===== config.mk =====
export PLATFORM = sky130hd
export DESIGN_NAME = vector_swizzle_unit
export DESIGN_NICKNAME = d
export VERILOG_FILES = /design/src/rtl/vector_swizzle_unit.sv
export SDC_FILE = /design/constraint.sdc
export NUM_CORES = 1
export LEC_CHECK = 0
export CAP_MARGIN = 20
export CORE_ASPECT_RATIO = 0.5
export CORE_MARGIN = 2
export CORE_UTILIZATION = 49
export DETAILED_ROUTE_END_ITERATION = 7
export PLACE_DENSITY = 0.92
export REMOVE_ABC_BUFFERS = 1
export SLEW_MARGIN = 20
export SYNTH_ARGS = -nofsm -noshare
export SYNTH_HDL_FRONTEND = slang
export SYNTH_SLANG_ARGS = --single-unit

===== constraint.sdc =====
create_clock -name i_clk -period 1.85 [get_ports i_clk]
set_input_delay 0.2775 -clock i_clk [delete_from_list [all_inputs] [get_ports i_clk]]
set_output_delay 0.2775 -clock i_clk [all_outputs]
set_load 0.1 [all_outputs]

===== src/rtl/vector_swizzle_unit.sv =====
// Vector lane swizzle / scalar-stream serialiser with valid/ready handshakes.
// Optional saturating per-slot negate is enabled by VECTOR_SWIZZLE_NEGATE_EN.
module vector_swizzle_unit #(
    parameter  int LANES = 4,
    parameter  int WIDTH = 32,
    localparam int IDX_W = $clog2(LANES)
) (
    input  logic                   i_clk,
    input  logic                   i_reset_n,
    input  logic                   i_valid,
    output logic                   o_ready,
    input  logic [LANES*WIDTH-1:0] i_vector,
    input  logic [LANES*IDX_W-1:0] i_swizzle,
    input  logic                   i_mode,
    input  logic [IDX_W:0]         i_count,
`ifdef VECTOR_SWIZZLE_NEGATE_EN
    input  logic [LANES-1:0]       i_negate,
`endif
    output logic                   o_valid,
    input  logic                   i_ready,
    output logic [LANES*WIDTH-1:0] o_vector,
    output logic [WIDTH-1:0]       o_scalar,
    output logic                   o_last
);

    typedef enum logic [1:0] {
        S_IDLE,
        S_VEC,
        S_STREAM
    } state_t;

    localparam logic [IDX_W:0] LANES_N = (IDX_W+1)'(LANES);
    localparam logic [IDX_W:0] ONE_N   = (IDX_W+1)'(1);

    state_t                 r_state;
    logic                   r_valid;
    logic                   r_last;
    logic [LANES*WIDTH-1:0] r_vector;
    logic [WIDTH-1:0]       r_scalar;
    logic [IDX_W-1:0]       r_slot;
    logic [IDX_W:0]         r_cnt;

    logic [WIDTH-1:0]       w_lane [LANES];
    logic [WIDTH-1:0]       w_sel  [LANES];
    logic [WIDTH-1:0]       w_out  [LANES];
    logic [LANES*WIDTH-1:0] w_swz;
    logic [IDX_W:0]         w_cnt;
    logic [IDX_W:0]         w_slot_nx;
    logic                   w_next_last;
    logic                   w_acc;
    logic                   w_cons;

`ifdef VECTOR_SWIZZLE_NEGATE_EN
    // Two's complement negate; the most negative value saturates to max positive.
    function automatic logic [WIDTH-1:0] f_neg(input logic [WIDTH-1:0] v);
        if (v == {1'b1, {(WIDTH-1){1'b0}}})
            return {1'b0, {(WIDTH-1){1'b1}}};
        return -v;
    endfunction
`endif

    // Unpack the source and the held output, and build the swizzled request.
    always_comb begin
        w_swz = '0;
        for (int k = 0; k < LANES; k++) begin
            w_lane[k] = i_vector[k*WIDTH +: WIDTH];
            w_out[k]  = r_vector[k*WIDTH +: WIDTH];
        end
        for (int k = 0; k < LANES; k++) begin
            w_sel[k] = w_lane[i_swizzle[k*IDX_W +: IDX_W]];
`ifdef VECTOR_SWIZZLE_NEGATE_EN
            if (i_negate[k])
                w_sel[k] = f_neg(w_sel[k]);
`endif
            w_swz[k*WIDTH +: WIDTH] = w_sel[k];
        end
    end

    // Effective beat count: 0 and anything above LANES mean a full vector.
    always_comb begin
        w_cnt = i_count;
        if (i_count == '0 || i_count > LANES_N)
            w_cnt = LANES_N;
    end

    // A new request may enter when idle or when the final beat is leaving.
    always_comb begin
        o_ready = 1'b0;
        unique case (r_state)
            S_IDLE:   o_ready = 1'b1;
            S_VEC:    o_ready = i_ready;
            S_STREAM: o_ready = i_ready && r_last;
            default:  o_ready = 1'b0;
        endcase
    end

    assign w_acc       = i_valid && o_ready;
    assign w_cons      = r_valid && i_ready;
    assign w_slot_nx   = {1'b0, r_slot} + ONE_N;
    assign w_next_last = (w_slot_nx == r_cnt - ONE_N);

    // Control FSM with registered outputs; stream beats index the held vector.
    always_ff @(posedge i_clk or negedge i_reset_n) begin
        if (!i_reset_n) begin
            r_state  <= S_IDLE;
            r_valid  <= 1'b0;
            r_last   <= 1'b0;
            r_vector <= '0;
            r_scalar <= '0;
            r_slot   <= '0;
            r_cnt    <= '0;
        end else if (w_acc) begin
            r_vector <= w_swz;
            r_scalar <= w_sel[0];
            r_valid  <= 1'b1;
            r_slot   <= '0;
            if (i_mode) begin
                r_state <= S_STREAM;
                r_cnt   <= w_cnt;
                r_last  <= (w_cnt == ONE_N);
            end else begin
                r_state <= S_VEC;
                r_cnt   <= ONE_N;
                r_last  <= 1'b1;
            end
        end else if (w_cons) begin
            if (r_state == S_STREAM && !r_last) begin
                r_slot   <= w_slot_nx[IDX_W-1:0];
                r_scalar <= w_out[w_slot_nx[IDX_W-1:0]];
                r_last   <= w_next_last;
            end else begin
                r_state <= S_IDLE;
                r_valid <= 1'b0;
            end
        end
    end

    assign o_valid  = r_valid;
    assign o_vector = r_vector;
    assign o_scalar = r_scalar;
    assign o_last   = r_last;

endmodule

After elaboration in Yosys (flattened, before gate mapping)
Index checks and enable logic that the tools add are counted.
{ "totals": {"ff_bits": 169, "in_bits": 144, "out_inout_bits": 163, "wordCells": 72} }
{ "classes": {"n_addsub": 2, "magnitude_cmp": 6, "eq_ne": 5, "mux": 35, "n_bitwise": 5, "n_reduce_logical": 12} }
{ "op_table": {"columns": ["operator", "count"], "rows": [
  ["two-way mux 32 bit", 13],
  ["binary-select mux 32 bit (select 2 bit)", 5],
  [">= comparator 3 bit, second input constant", 5],
  ["inverter 2 -> 3 bit", 5],
  ["two-way mux 2 bit", 7],
  ["two-way mux 1 bit", 7],
  ["two-way mux 3 bit", 2],
  ["logical AND 1 bit", 4],
  ["AND reduction 2 bit", 2],
  ["nonzero test 2 bit", 2],
  ["adder 2 x 1 -> 3 bit, second input constant", 1],
  ["== test 3 x 1 -> 1 bit, second input constant", 1],
  ["== test 3 bit", 1],
  ["greater-than comparator 3 bit, second input constant", 1],
  ["zero test 3 bit", 1],
  ["case mux 1 bit (3 select lines)", 1],
  ["subtractor 3 x 1 -> 3 bit, second input constant", 1],
  ["== test 2 x 1 -> 1 bit, second input constant", 1],
  ["== test 2 bit, second input constant", 1],
  ["zero test 2 bit", 1],
  ["inequality test 2 bit, second input constant", 1],
  ["zero test 1 bit", 1],
  ["logical OR 1 bit", 1]
]} }

Logic depth before layout (Yosys ltp)
Gate-level depths: netlist (run 1).
{ "logic_depth": {"word_depth": 8, "depth_mapped": 7, "ltp_nobuf": 6} }

Least setup slack after synthesis (run 1)
No wires, ideal clock.
{ "synth_path": {"path_type": "register to output", "startpoint": "reg r_last (netlist: o_last)", "endpoint": "out o_ready", "arrival_time_ns": 1.966, "required_time_ns": 1.572, "slack_ns": -0.393, "stages_incl_launch_ff": 3, "cell_sequence": "dfrtp_1 and3b_1 or3_1"} }
{ "synth_between": {"elab_chain_cells": 2} }
{ "synth_lines": {"columns": ["item", "line_no", "text"], "rows": [
  ["start, declared", "37", "logic r_last;"],
  ["start signal, assigned", "120", "r_last <= (w_cnt == ONE_N);"],
  ["start signal, assigned", "130", "r_last <= w_next_last;"],
  ["logical AND 1 bit", "92", "S_STREAM: o_ready = i_ready && r_last;"],
  ["case mux 1 bit (3 select lines)", "89", "unique case (r_state)"],
  ["end, declared", "11", "output logic o_ready,"]
]} }
Every way passes these cells.

Worst setup path after layout (run 1)
{ "layout_path": {"startpoint": "reg r_state[0]", "endpoint": "out o_ready"} }
{ "layout_between": {"elab_chain_cells": 2} }
{ "layout_lines": {"columns": ["item", "line_no", "text"], "rows": [
  ["start, declared", "35", "state_t r_state;"],
  ["start signal, assigned", "105", "r_state <= S_IDLE;"],
  ["start signal, assigned", "118", "r_state <= S_STREAM;"],
  ["start signal, assigned", "122", "r_state <= S_VEC;"],
  ["== test 2 bit (tied with other cells)", "89", null],
  ["case mux 1 bit (3 select lines) *", "89", null]
]} }
Every way passes the cells marked *; elsewhere a longest branch is shown, timed or not.

==> results of run 1 <==
power breakdown:
group | leakage, nW | total, mW | switching, mW | internal, mW
combinational | 4.27 | 17.6 | 13.2 | 4.34
sequential | 2.03 | 6.31 | 1.26 | 5.05
clock | 0.324 | 4.03 | 1.56 | 2.47
total | 6.62 | 27.9 | 16.0 | 11.9
kinds of logic after synthesis:
logic type	synth area share (%)
AOI/OAI and AO/OA	4.05
xor gates and xnor gates	0.415
adders and majority gates	0.356
buffers and inverters	3.98
DFF	40.1
muxes	34.1
and+or+nand+nor	17.0
registers in the layout, indices dropped and copies added, names as in the netlist:
name,count
o_last,1
r_cnt,3
r_slot,2
o_vector,128
o_valid,1
r_state,2
o_scalar,32
critical path, cell delays in order (launching register included):
cell	delay (ns)
dfrtp_2	0.46
nor2_1	0.39
or3_4	0.24
buf_12	0.16
worst min-delay path by stage:
stage               depth (start not counted)  slack (ns)                       end
floorplan                                   0       -0.02        o_last$_DFFE_PN0P_
global placement                            1        0.23  o_vector[52]$_DFFE_PN0P_
detailed placement                          1        0.24  o_vector[52]$_DFFE_PN0P_
CTS                                         2        0.36  o_vector[84]$_DFFE_PN0P_
global route                                2        0.38  o_vector[52]$_DFFE_PN0P_
finish                                      2        0.35  o_vector[52]$_DFFE_PN0P_
layer usage:
layer,wire (um),GRT usage [%],vias up
li1,-,-,4051
met1,12700,35.9,4974
met2,18900,54.3,746
met3,3640,8.20,253
met4,2830,23.1,2
met5,11,0,-
through the flow:
stage | instance area (um2) | worst slack (ns)
2_1_floorplan | 10200 | -5.23
3_3_place_gp | 13900 | -0.187
3_5_place_dp | 13900 | -0.296
4_1_cts | 14600 | -0.0496
5_1_grt | 14900 | -0.133
6_report | 14900 | -0.128
synth_stat cells, types with 2 or more instances:
master | number | area share [%]
ha_1 | 3 | 0.36
mux4_2 | 160 | 34
dfrtp_1 | 169 | 40
buf_6 | 4 | 0.43
xor2_1 | 2 | 0.17
a21oi_1 | 62 | 2.9
buf_1 | 2 | 0.071
a21oi_2 | 4 | 0.33
xnor2_1 | 3 | 0.25
clkbuf_1 | 18 | 0.64
inv_1 | 4 | 0.14
buf_4 | 2 | 0.14
o21ai_0 | 4 | 0.19
nand2_1 | 423 | 15
nor2_1 | 37 | 1.3
buf_2 | 54 | 2.6
cell type report:
cell class | count | area [um2]
fill | 1279 | 5970
multi-input combinational | 714 | 5960
sequential | 169 | 4230
timing repair buffer | 365 | 3660
clock buffer | 20 | 457
tap | 273 | 342
clock inverter | 12 | 196
inverter | 4 | 15.0
what timing repair did:
item | CTS | global route
setup buffers | 6 | 2
resized for setup | 5 | 16
cloned | 0 | 7
endpoints found under the hold margin | 40 | 0
pin swaps | 1 | 0
hold buffers | 1 | 0
setup endpoints to repair | 4 | 34
==> run metrics, run 1 <==
Clock Latency Late Sink 0.44 ns; Final ANT Viol Nets 0; vias in the first global route 9898; Distinct cells, synth 32; Cells after DPL 1509; reg2reg end o_last$_DFFE_PN0P_; #FFs+latches synth 169; pwr dens 1880 nW/um2; Critical path origin r_state[0]$_DFFE_PN0P_; WL per Instance 24.5 um; final setup fails 3; Mapped Area 10600 um2; buffers added on ports 306; htree depth 4; DRT iter0 DRCs 1111; worst min-delay path class in -> async; number of I/O pins 307; max-cap violations 0; CP Capture Type primary output; Setup crit end o_ready; Static Leakage 6.62 nW; TritonRoute pass-1 iters 6; Reg2Reg Setup Slack -0.03 ns; Die Y 108 um; Remaining DRCs 0; wire length of the first global-routing pass 54700 um; EDFF count, synth 0; YS warnings 0; Area growth, synth to finish 40.8%; Fin Clk Skew 0.0130 ns; Rel. slew slack 68.1%; critical path arrival 1.70 ns; WL final 38100 um; kind of critical path reg -> out; worst path required time 1.57 ns; Worst-Margin Slew 0.477 ns; Site Rows 37; Final Util 71.3%; Seq/Total Area, Yosys 40.1%; CP startpoint kind register; Final Power 27.9 mW; R2R Path Start r_state[0]$_DFFE_PN0P_; Clock Path Buffers 2; R2R depth 5; Post-Syn Instances 967; prevailing post-synth register cell dfrtp_1; grt ovf 0; Slew Limit Fails 0; period utilisation layout 107%; Final nets 1418; Max IR drop VDD 957 uV; routed via count 10000; initial antenna violation count 1; root buf cell clkbuf_16; largest net degree at the start of global routing 96; Avg Vias per Cell 6.44; Final Worst Setup Slack -0.128 ns; most frequent cells in the layout 423 x nand2_1, 176 x buf_4, 167 x dfrtp_1; GP Congestion 0.934; Avg Cell Area, Syn 10.9 um2; GRT Util Overall 32.1%; Core ar. 20800 um2; final setup TNS -0.186 ns; total CTS buffers 17; Clock Sinks 169; layout cell share with drive strength beyond 1 34.6%; Max Freq 506 MHz; TritonCTS clock tree built; Starting Density 50.7%; horizontal die dimension 212 um; Async S/R FF share, synth 100%; Hold Vio Cnt, Final 0; commonest non-fill, non-tap cell in the layout nand2_1; Clock transition at path regs 0.07 ns; DP HPWL 24200 um; status finished, violations left; min Tclk post-route 1.98 ns; Final Non-Filler Cells 1557; die area 22800 um2; RSZ-0062 raised after global routing true; hold_ws 0.353 ns; highest net fanout along the worst path 4; failing checks negative setup slack; ant diodes 0
Power figures use the tool's default switching activity.
==> run 2: changes to the inputs <==
--- a/config.mk
+++ b/config.mk
@@ -8,9 +8,10 @@
 export CAP_MARGIN = 20
 export CORE_ASPECT_RATIO = 0.5
 export CORE_MARGIN = 2
-export CORE_UTILIZATION = 49
+export CORE_UTILIZATION = 44
 export DETAILED_ROUTE_END_ITERATION = 7
-export PLACE_DENSITY = 0.92
+export GPL_TIMING_DRIVEN = 0
+export PLACE_DENSITY = 0.88
 export REMOVE_ABC_BUFFERS = 1
 export SLEW_MARGIN = 20
 export SYNTH_ARGS = -nofsm -noshare
==> constraint.sdc (replaced) <==
create_clock -name i_clk -period 1.8 [get_ports i_clk]
set_input_delay 0.27 -clock i_clk [delete_from_list [all_inputs] [get_ports i_clk]]
set_output_delay 0.27 -clock i_clk [all_outputs]
set_load 0.1 [all_outputs]
==> run metrics, run 2 (same netlist as run 1, synthesis figures left out) <==
status finished, violations left; failing checks negative setup slack; Setup crit end o_vector[103]$_DFFE_PN0P_; Clock Sinks 169; CP max stage delay 0.47 ns; FILL cells 1626; Site Rows 40; Area growth, synth to finish 47.5%; Core ar. 23800 um2; Final ANT Viol Nets 0; Remaining DRCs 0; vias in the first global route 10100; Final Worst Setup Slack -0.152 ns; max-cap violations 0; final setup fails 122; DRT iter0 DRCs 1116; commonest non-fill, non-tap cell in the layout nand2_1; die area 25300 um2; worst min-delay path class in -> async; GRT Util Overall 30.7%; DP HPWL 26300 um; Final Util 65.5%; Worst path slowest cell o31a_4; Static Leakage 6.53 nW; WL final 41000 um; CP Capture Type register; Reg2Reg Setup Slack -0.15 ns; max reg flops 128; worst path required time 2.11 ns; layout cell share with drive strength beyond 1 36.6%; Fin Clk Skew 0.0152 ns; Critical path origin r_state[0]$_DFFE_PN0P_; Die Y 114 um; Final Non-Filler Cells 1594; Starting Density 44.4%; initial antenna violation count 0; TritonCTS clock tree built; highest net fanout along the worst path 20; Final nets 1413; RSZ-0062 raised after global routing true; CP dominant cell by count nand2_1; horizontal die dimension 223 um; R2R Path Start r_state[0]$_DFFE_PN0P_; Hold Vio Cnt, Final 0; hold_ws 0.347 ns; period utilisation layout 108%; Clock transition at path regs 0.07 ns; wire length of the first global-routing pass 58200 um; largest net degree at the start of global routing 70; GP Congestion 0.868; reg2reg end o_vector[103]$_DFFE_PN0P_; total CTS buffers 17; root buf cell clkbuf_16; WL per Instance 25.7 um; routed via count 9953; ant diodes 0; CP startpoint kind register; most frequent cells in the layout 416 x nand2_1, 166 x dfrtp_1, 162 x clkdlybuf4s15_2; Max IR drop VDD 927 uV; kind of critical path reg -> reg; pwr dens 1840 nW/um2; Worst-Margin Slew 0.732 ns; min Tclk post-route 1.95 ns; critical path arrival 2.27 ns; R2R depth 7; final setup TNS -8.35 ns; Rel. slew slack 51.2%; Max Freq 512 MHz; Avg Vias per Cell 6.24; htree depth 4; Area after DPL 14200 um2; Clock Latency Late Sink 0.43 ns; Slew Limit Fails 0; TritonRoute pass-1 iters 7; buffers added on ports 306; Clock Path Buffers 2; Final Cell Area 15600 um2; grt ovf 0; worst path cell trace and3b_2 -> buf_4 -> o31a_4 -> buf_12 -> clkbuf_16 -> nand2_1 -> nand2_1; Cells after DPL 1534; number of I/O pins 307
## run 2: cell count changes in the layout (fill, tap and decap cells not counted), moves of 3 or more
cell / delta
buf_4: -157
nand2_1: -7
buf_8: +3
clkbuf_16: -3
buf_2: -4
a21oi_1: -18
buf_12: -20
clkdlybuf4s15_2: +162
a21oi_2: +13
buf_16: +11
a21oi_4: +5
nand2_2: +7
## run 2: repair_timing
item                                    4_1_cts  5_1_grt
pin swaps                                     3        9
hold buffers                                  1        0
gates cloned                                  2        6
setup buffers                                13       10
endpoints found under the setup margin      325       92
resized for setup                           505       50
hold endpoints to repair                     49        0
## run 2: metal layers
metal / global-route usage [%] / up-vias / share of wire [%]
li1: - / 4040 / -
met1: 35.0 / 4922 / 33
met2: 52.2 / 723 / 50
met3: 6.57 / 268 / 8.9
met4: 22.5 / 0 / 7.8
met5: 0 / - / 0
## run 2: worst max-delay path: cells and delay by family (launching register included)
family,cells,cell delay (ns)
AO/OA/AOI/OAI,1,0.47
buffers and inverters,3,0.50
flip-flops,1,0.43
AND/OR/NAND/NOR,3,0.41
## run 2: worst min path at each step
stage                                         from                   endpoint  slack (ns)  cells past startpoint
after detailed placement                 i_reset_n  o_vector[101]$_DFFE_PN0P_        0.20                      1
after floorplan                          i_reset_n         o_last$_DFFE_PN0P_       -0.03                      0
final                                    i_reset_n     r_state[0]$_DFFE_PN0P_        0.35                      2
after global routing                     i_reset_n    o_vector[5]$_DFFE_PN0P_        0.38                      2
after CTS                                i_reset_n  o_vector[101]$_DFFE_PN0P_        0.35                      2
after global placement    o_vector[39]$_DFFE_PN0P_   o_vector[39]$_DFFE_PN0P_        0.48                      2
## run 2: metrics by stage
stage / setup WS [ns] / power [mW]
global placement: -7.80 / 23.2
detailed placement: -1.05 / 24.1
global route: -0.242 / 29.3
floorplan: -5.28 / 19.2
finish: -0.152 / 28.6
CTS: -0.133 / 27.8
## run 2: layout make-up
cell class	count	area, um2	share of cell area [%]
Clock buffer	20	467	3.00
Inverter	4	15.0	0.0964
Timing Repair Buffer	358	4190	26.9
Tap cell	315	394	2.53
Clock inverter	12	148	0.948
Sequential cell	169	4240	27.2
Multi-Input combinational cell	716	6120	39.3
## run 2: where the power goes
part	internal, mW	total, mW	switching [mW]
clock	2.29	3.87	1.58
combinational	4.46	18.3	13.8
sequential	5.19	6.44	1.25
total	11.9	28.6	16.6
==> run 3: changes to the inputs <==
--- a/config.mk
+++ b/config.mk
@@ -5,7 +5,6 @@
 export SDC_FILE = /design/constraint.sdc
 export NUM_CORES = 1
 export LEC_CHECK = 0
-export CAP_MARGIN = 20
 export CORE_ASPECT_RATIO = 0.5
 export CORE_MARGIN = 2
 export CORE_UTILIZATION = 44
==> run metrics, run 3 (same netlist as run 1, synthesis figures left out) <==
status finished, violations left; failing checks negative setup slack; Final ANT Viol Nets 0; Final Power 28.6 mW; Core ar. 23800 um2; GP Congestion 0.868; Worst-Margin Slew 0.712 ns; WL final 39700 um; worst path cell trace and3b_2 -> or3_4 -> buf_12; DRT iter0 DRCs 923; CP Capture Type primary output; vias in the first global route 10200; Clock transition at path regs 0.07 ns; kind of critical path reg -> out; CP max stage delay 0.41 ns; pwr dens 1850 nW/um2; Avg Vias per Cell 6.18; Clock Latency Late Sink 0.43 ns; final setup TNS -1.42 ns; layout cell share with drive strength beyond 1 34.8%; Slew Limit Fails 0; CP startpoint kind register; Remaining DRCs 0; Final Worst Setup Slack -0.149 ns; routed via count 9856; Max IR drop VDD 930 uV; Die Y 114 um; min Tclk post-route 1.95 ns; Clock Sinks 169; Hold Vio Cnt, Final 0; buffers added on ports 306; FILL cells 1626; CP Buf/Inv Count 1; RSZ-0062 raised after global routing true; most frequent cells in the layout 419 x nand2_1, 168 x dfrtp_1, 161 x clkdlybuf4s15_2; Fin Clk Skew 0.0119 ns; final setup fails 35; TritonCTS clock tree built; CP delay by family, top simple AND/OR/NAND/NOR gates; Area growth, synth to finish 46.7%; Final Cell Area 15500 um2; worst min-delay path class in -> async; root buf cell clkbuf_16; Clock Path Buffers 2; TritonRoute pass-1 iters 5; Final nets 1412; grt ovf 0; Static Leakage 6.55 nW; wire length of the first global-routing pass 60000 um; Max Freq 513 MHz; WL per Instance 24.9 um; Starting Density 44.4%; Site Rows 40; GRT Util Overall 31.7%; critical path arrival 1.68 ns; horizontal die dimension 223 um; number of I/O pins 307; initial antenna violation count 1; highest net fanout along the worst path 3; max-cap violations 0; total CTS buffers 17; worst path required time 1.53 ns; die area 25300 um2; htree depth 4; DP HPWL 26300 um; max reg flops 128; Area after DPL 14200 um2; Worst path slowest cell dfrtp_1; largest net degree at the start of global routing 70; period utilisation layout 108%; commonest non-fill, non-tap cell in the layout nand2_1; Rel. slew slack 52.5%
run 3: stage by stage:
step | utilization (%) | hold slack (ns) | std cells | setup WS, ns
6_report | 65.2 | 0.366 | 1594 | -0.149
5_1_grt | 65.2 | 0.379 | 1594 | -0.180
4_1_cts | 64.6 | 0.342 | 1588 | -0.135
3_5_place_dp | 59.5 | 0.204 | 1534 | -1.06
3_3_place_gp | 57.2 | 0.481 | 1508 | -7.80
2_1_floorplan | - | -0.0256 | 887 | -5.28
run 3: repair_timing:
action	in CTS	in global routing
endpoints found under the hold margin	49	0
buffers inserted	18	4
setup endpoints to repair	331	97
gates cloned	4	2
pin swaps	3	7
gates resized for setup	509	23
hold buffers	1	0
run 3: metal layers:
layer	GRT usage, %	routed length, um
met1	36.8	13600
met4	20.6	2990
met2	54.2	20200
met3	6.93	2870
met5	0	0
run 3: power by group:
part           switching (mW)  leakage (nW)  internal, mW  total [mW]
combinational            13.7          4.19          4.38        18.1
sequential               1.19          2.03          5.19        6.38
clock                    1.65         0.324          2.56        4.20
total                    16.5          6.55          12.1        28.6
run 3: worst paths after layout:
check / start / end / slack (ns) / depth (start not counted)
max: o_last$_DFFE_PN0P_ / o_ready / -0.15 / 3
min: i_reset_n / o_vector[101]$_DFFE_PN0P_ / 0.37 / 2
max reg2reg: r_slot[0]$_DFFE_PN0P_ / o_scalar[2]$_DFFE_PN0P_ / -0.07 / 6
min reg2reg: o_vector[57]$_DFFE_PN0P_ / o_vector[57]$_DFFE_PN0P_ / 0.50 / 2
max in group asynchronous: i_reset_n / r_slot[0]$_DFFE_PN0P_ / 0.43 / 4
min in group i_clk: i_swizzle[2] / o_vector[63]$_DFFE_PN0P_ / 0.44 / 4
run 3: area by class of cell:
type / instances / area [um2] / share of cell area [%]
multi-input combinational: 714 / 6000 / 38.7
sequential: 169 / 4230 / 27.3
timing repair buffer: 359 / 4180 / 27.0
clock buffer: 19 / 453 / 2.92
tap: 315 / 394 / 2.54
clock inverter: 13 / 215 / 1.39
inverter: 4 / 15.0 / 0.0969
antenna: 1 / 2.50 / 0.0162
==> patch 1: new RTL, config.mk and constraints of run 3 <==
Add a define of `VECTOR_SWIZZLE_NEGATE_EN`.
--- a/src/rtl/vector_swizzle_unit.sv
+++ b/src/rtl/vector_swizzle_unit.sv
@@ -1,5 +1,7 @@
 // Vector lane swizzle / scalar-stream serialiser with valid/ready handshakes.
 // Optional saturating per-slot negate is enabled by VECTOR_SWIZZLE_NEGATE_EN.
+`define VECTOR_SWIZZLE_NEGATE_EN
+
 module vector_swizzle_unit #(
     parameter  int LANES = 4,
     parameter  int WIDTH = 32,
Interface: changed (added i_negate); port bits go from 307 to 311. The function was not compared with the original's and may differ.
==> patch 1 against run 3 <==
The flow now stops in global routing (5_1_grt); area after synthesis grew 26%.
==> patch 1: results <==
{
  "numPortBuffers": 310,
  "cts_buffer_depth": 2,
  "gp_congestion": 0.9502,
  "status": "did not finish",
  "ys_ff_latch": 169,
  "ys_warn_count": 0,
  "cts_buffers": 17,
  "synth_cell_types": 61,
  "seq_area_frac_synth": 0.3184,
  "dieWidth_um": 249.7,
  "ys.flop_type": "dfrtp_1",
  "cts-root-buf": "clkbuf_16",
  "error": "[ERROR GRT-0232] Routing congestion too high. Check the congestion heatmap in the GUI.",
  "synthTopCellsByCount": "dfrtp_1, mux4_2, nor2_1",
  "overflow": 36,
  "grt_max_degree": 97,
  "flow.stopped_at": "global routing (5_1_grt)",
  "async_flop_share": 1.000,
  "grt_usage": 0.7020,
  "cts_max_level": 4,
  "hpwlAfterDp_um": 37330,
  "placed_cell_area_um2": 16840,
  "synthTopCellsByArea": "dfrtp_1, mux4_2, xor2_1"
}
patch 1: cell count changes after synthesis, sizes merged, moves of 23 or more:
cell	run 3	this run
xnor2	3	26
a21oi	66	96
xor2	2	87
a31oi	1	24
o31ai	1	33
a32oi	0	26
nor2	38	148
nand2	423	145
o21ai	4	57
buf	62	34
clkbuf	18	69
patch 1: what timing repair did:
item / CTS
buffers inserted: 129
resized for setup: 615
endpoints found under the setup margin: 330
endpoints found under the hold margin: 73
pin swaps: 101
cloned: 21
hold buffers: 1
patch 1: cells by family after synthesis:
family / count (synthesis) / share of synthesized area
buffers and inverters: 125 / 0.04221
adder cells (fa/ha/maj): 7 / 0.006595
XOR/XNOR: 113 / 0.07452
flip-flops: 169 / 0.3184
AO/OA/AOI/OAI: 283 / 0.1356
multiplexers: 168 / 0.2809
AND/OR/NAND/NOR: 410 / 0.1417
patch 1: metrics by stage:
| step | cells | setup WS (ns) | hold slack (ns) |
|---|---|---|---|
| 3_5_place_dp | 1892 | -3.301 | 0.2762 |
| 4_1_cts | 2073 | -0.8931 | 0.3988 |
| 2_1_floorplan | 1172 | -3.744 | -0.02559 |
| 3_3_place_gp | 1873 | -9.029 | 0.4774 |
patch 1: layer usage:
metal,GRT usage,GRT overflow
met5,0.5624,0
met4,0.6127,16
met3,0.6836,5
met2,0.8111,12
met1,0.6707,3
==> patch 2: new RTL, config.mk and constraints of run 3 <==
Made on the original files. Encoding of `state_t`: now one-hot (3 bits for 3 states).
--- a/src/rtl/vector_swizzle_unit.sv
+++ b/src/rtl/vector_swizzle_unit.sv
@@ -23,10 +23,10 @@
     output logic                   o_last
 );
 
-    typedef enum logic [1:0] {
-        S_IDLE,
-        S_VEC,
-        S_STREAM
+    typedef enum logic [2:0] {
+        S_IDLE   = 3'b001,
+        S_VEC    = 3'b010,
+        S_STREAM = 3'b100
     } state_t;
 
     localparam logic [IDX_W:0] LANES_N = (IDX_W+1)'(LANES);
Formal check against the unedited RTL: same outputs for any inputs over 4 cycles, from zero or initial values and one cycle with i_reset_n low; so few cycles prove little.
==> patch 2 against run 3 <==
The run still ends with negative setup slack left; setup slack worse by 0.23 ns; maximum frequency shrank 11%; utilization up 2.8 points; area after synthesis increased by 1.5%; hold slack better by 0.097 ns; cell area is 5.2% higher; wire length shrank 4.5%; sequential cell count grew 1; largest cell class unchanged; highest routed layer unchanged.
Power is not shown: default switching activity piles up to over one toggle a cycle in this logic, so the estimate is an artifact.
==> patch 2: results <==
{
  "slowest_delay_ns": 0.63,
  "wl_met2_um": 19840,
  "antenna_found_initial": 0,
  "grt_max_degree": 96,
  "slew-limit-headroom": 0.3382,
  "grt_usage": 0.2969,
  "violations": "negative setup slack",
  "avgViaCountPerCell": 6.222,
  "slowest_stage": "or4b_4",
  "synthTopCellsByCount": "mux2_2, dfrtp_1, mux4_2",
  "cts_resized": 558,
  "routed-wl-met3_um": 1728,
  "wl_um": 37880,
  "critPathLaunch": "r_state[1]",
  "setup_viol": 152,
  "global_route.usage.met3": 0.07031,
  "num-nets-final": 1115,
  "post-cts-setup-buffers": 37,
  "n_antenna_cell": 0,
  "fin_skew_ns": 0.01684,
  "hp-class": "primary input to flip-flop",
  "finalWorstSetupSlack_ns": -0.3800,
  "synth_cell_types": 33,
  "grt_first_pass_wirelength_um": 55670,
  "grt_util_met2": 0.5086,
  "first_iter_violations": 712,
  "r2r_start": "r_state[1]",
  "drive_above_1_share": 0.6504,
  "seq_area_frac_synth": 0.3970,
  "endpoint_kind": "flip-flop",
  "status": "finished with violations",
  "hpwlAfterDp_um": 22950,
  "cp_max_fo": 11,
  "dp_slack_ns": -0.8256,
  "holdWs_ns": 0.4635,
  "met1_usage": 0.3578
}
## patch 2: cell families after synthesis
kind of cell             Yosys count  synth area share
AO/OA/AOI/OAI                      7          0.004904
adder cells (fa/ha/maj)            3          0.003503
flip-flops                       170            0.3970
XOR/XNOR                           5          0.004087
multiplexers                     359            0.5479
AND/OR/NAND/NOR                   18           0.01097
buffers and inverters             63           0.03164
## patch 2: critical path: cells and delay by family (launching register included)
| kind | cells | cell delay, ns |
|---|---|---|
| muxes | 2 | 0.62 |
| and+or+nand+nor | 2 | 0.82 |
| DFF | 1 | 0.42 |
| buffers and inverters | 1 | 0.18 |
## patch 2: cell type report
cell class	instances	area, um^2
tap	315	394.1
sequential	170	4259
clock inverter	12	147.6
clock buffer	20	456.7
multi-input combinational	393	6364
inverter	6	22.52
fill	1526	7681
timing repair buffer	380	4648
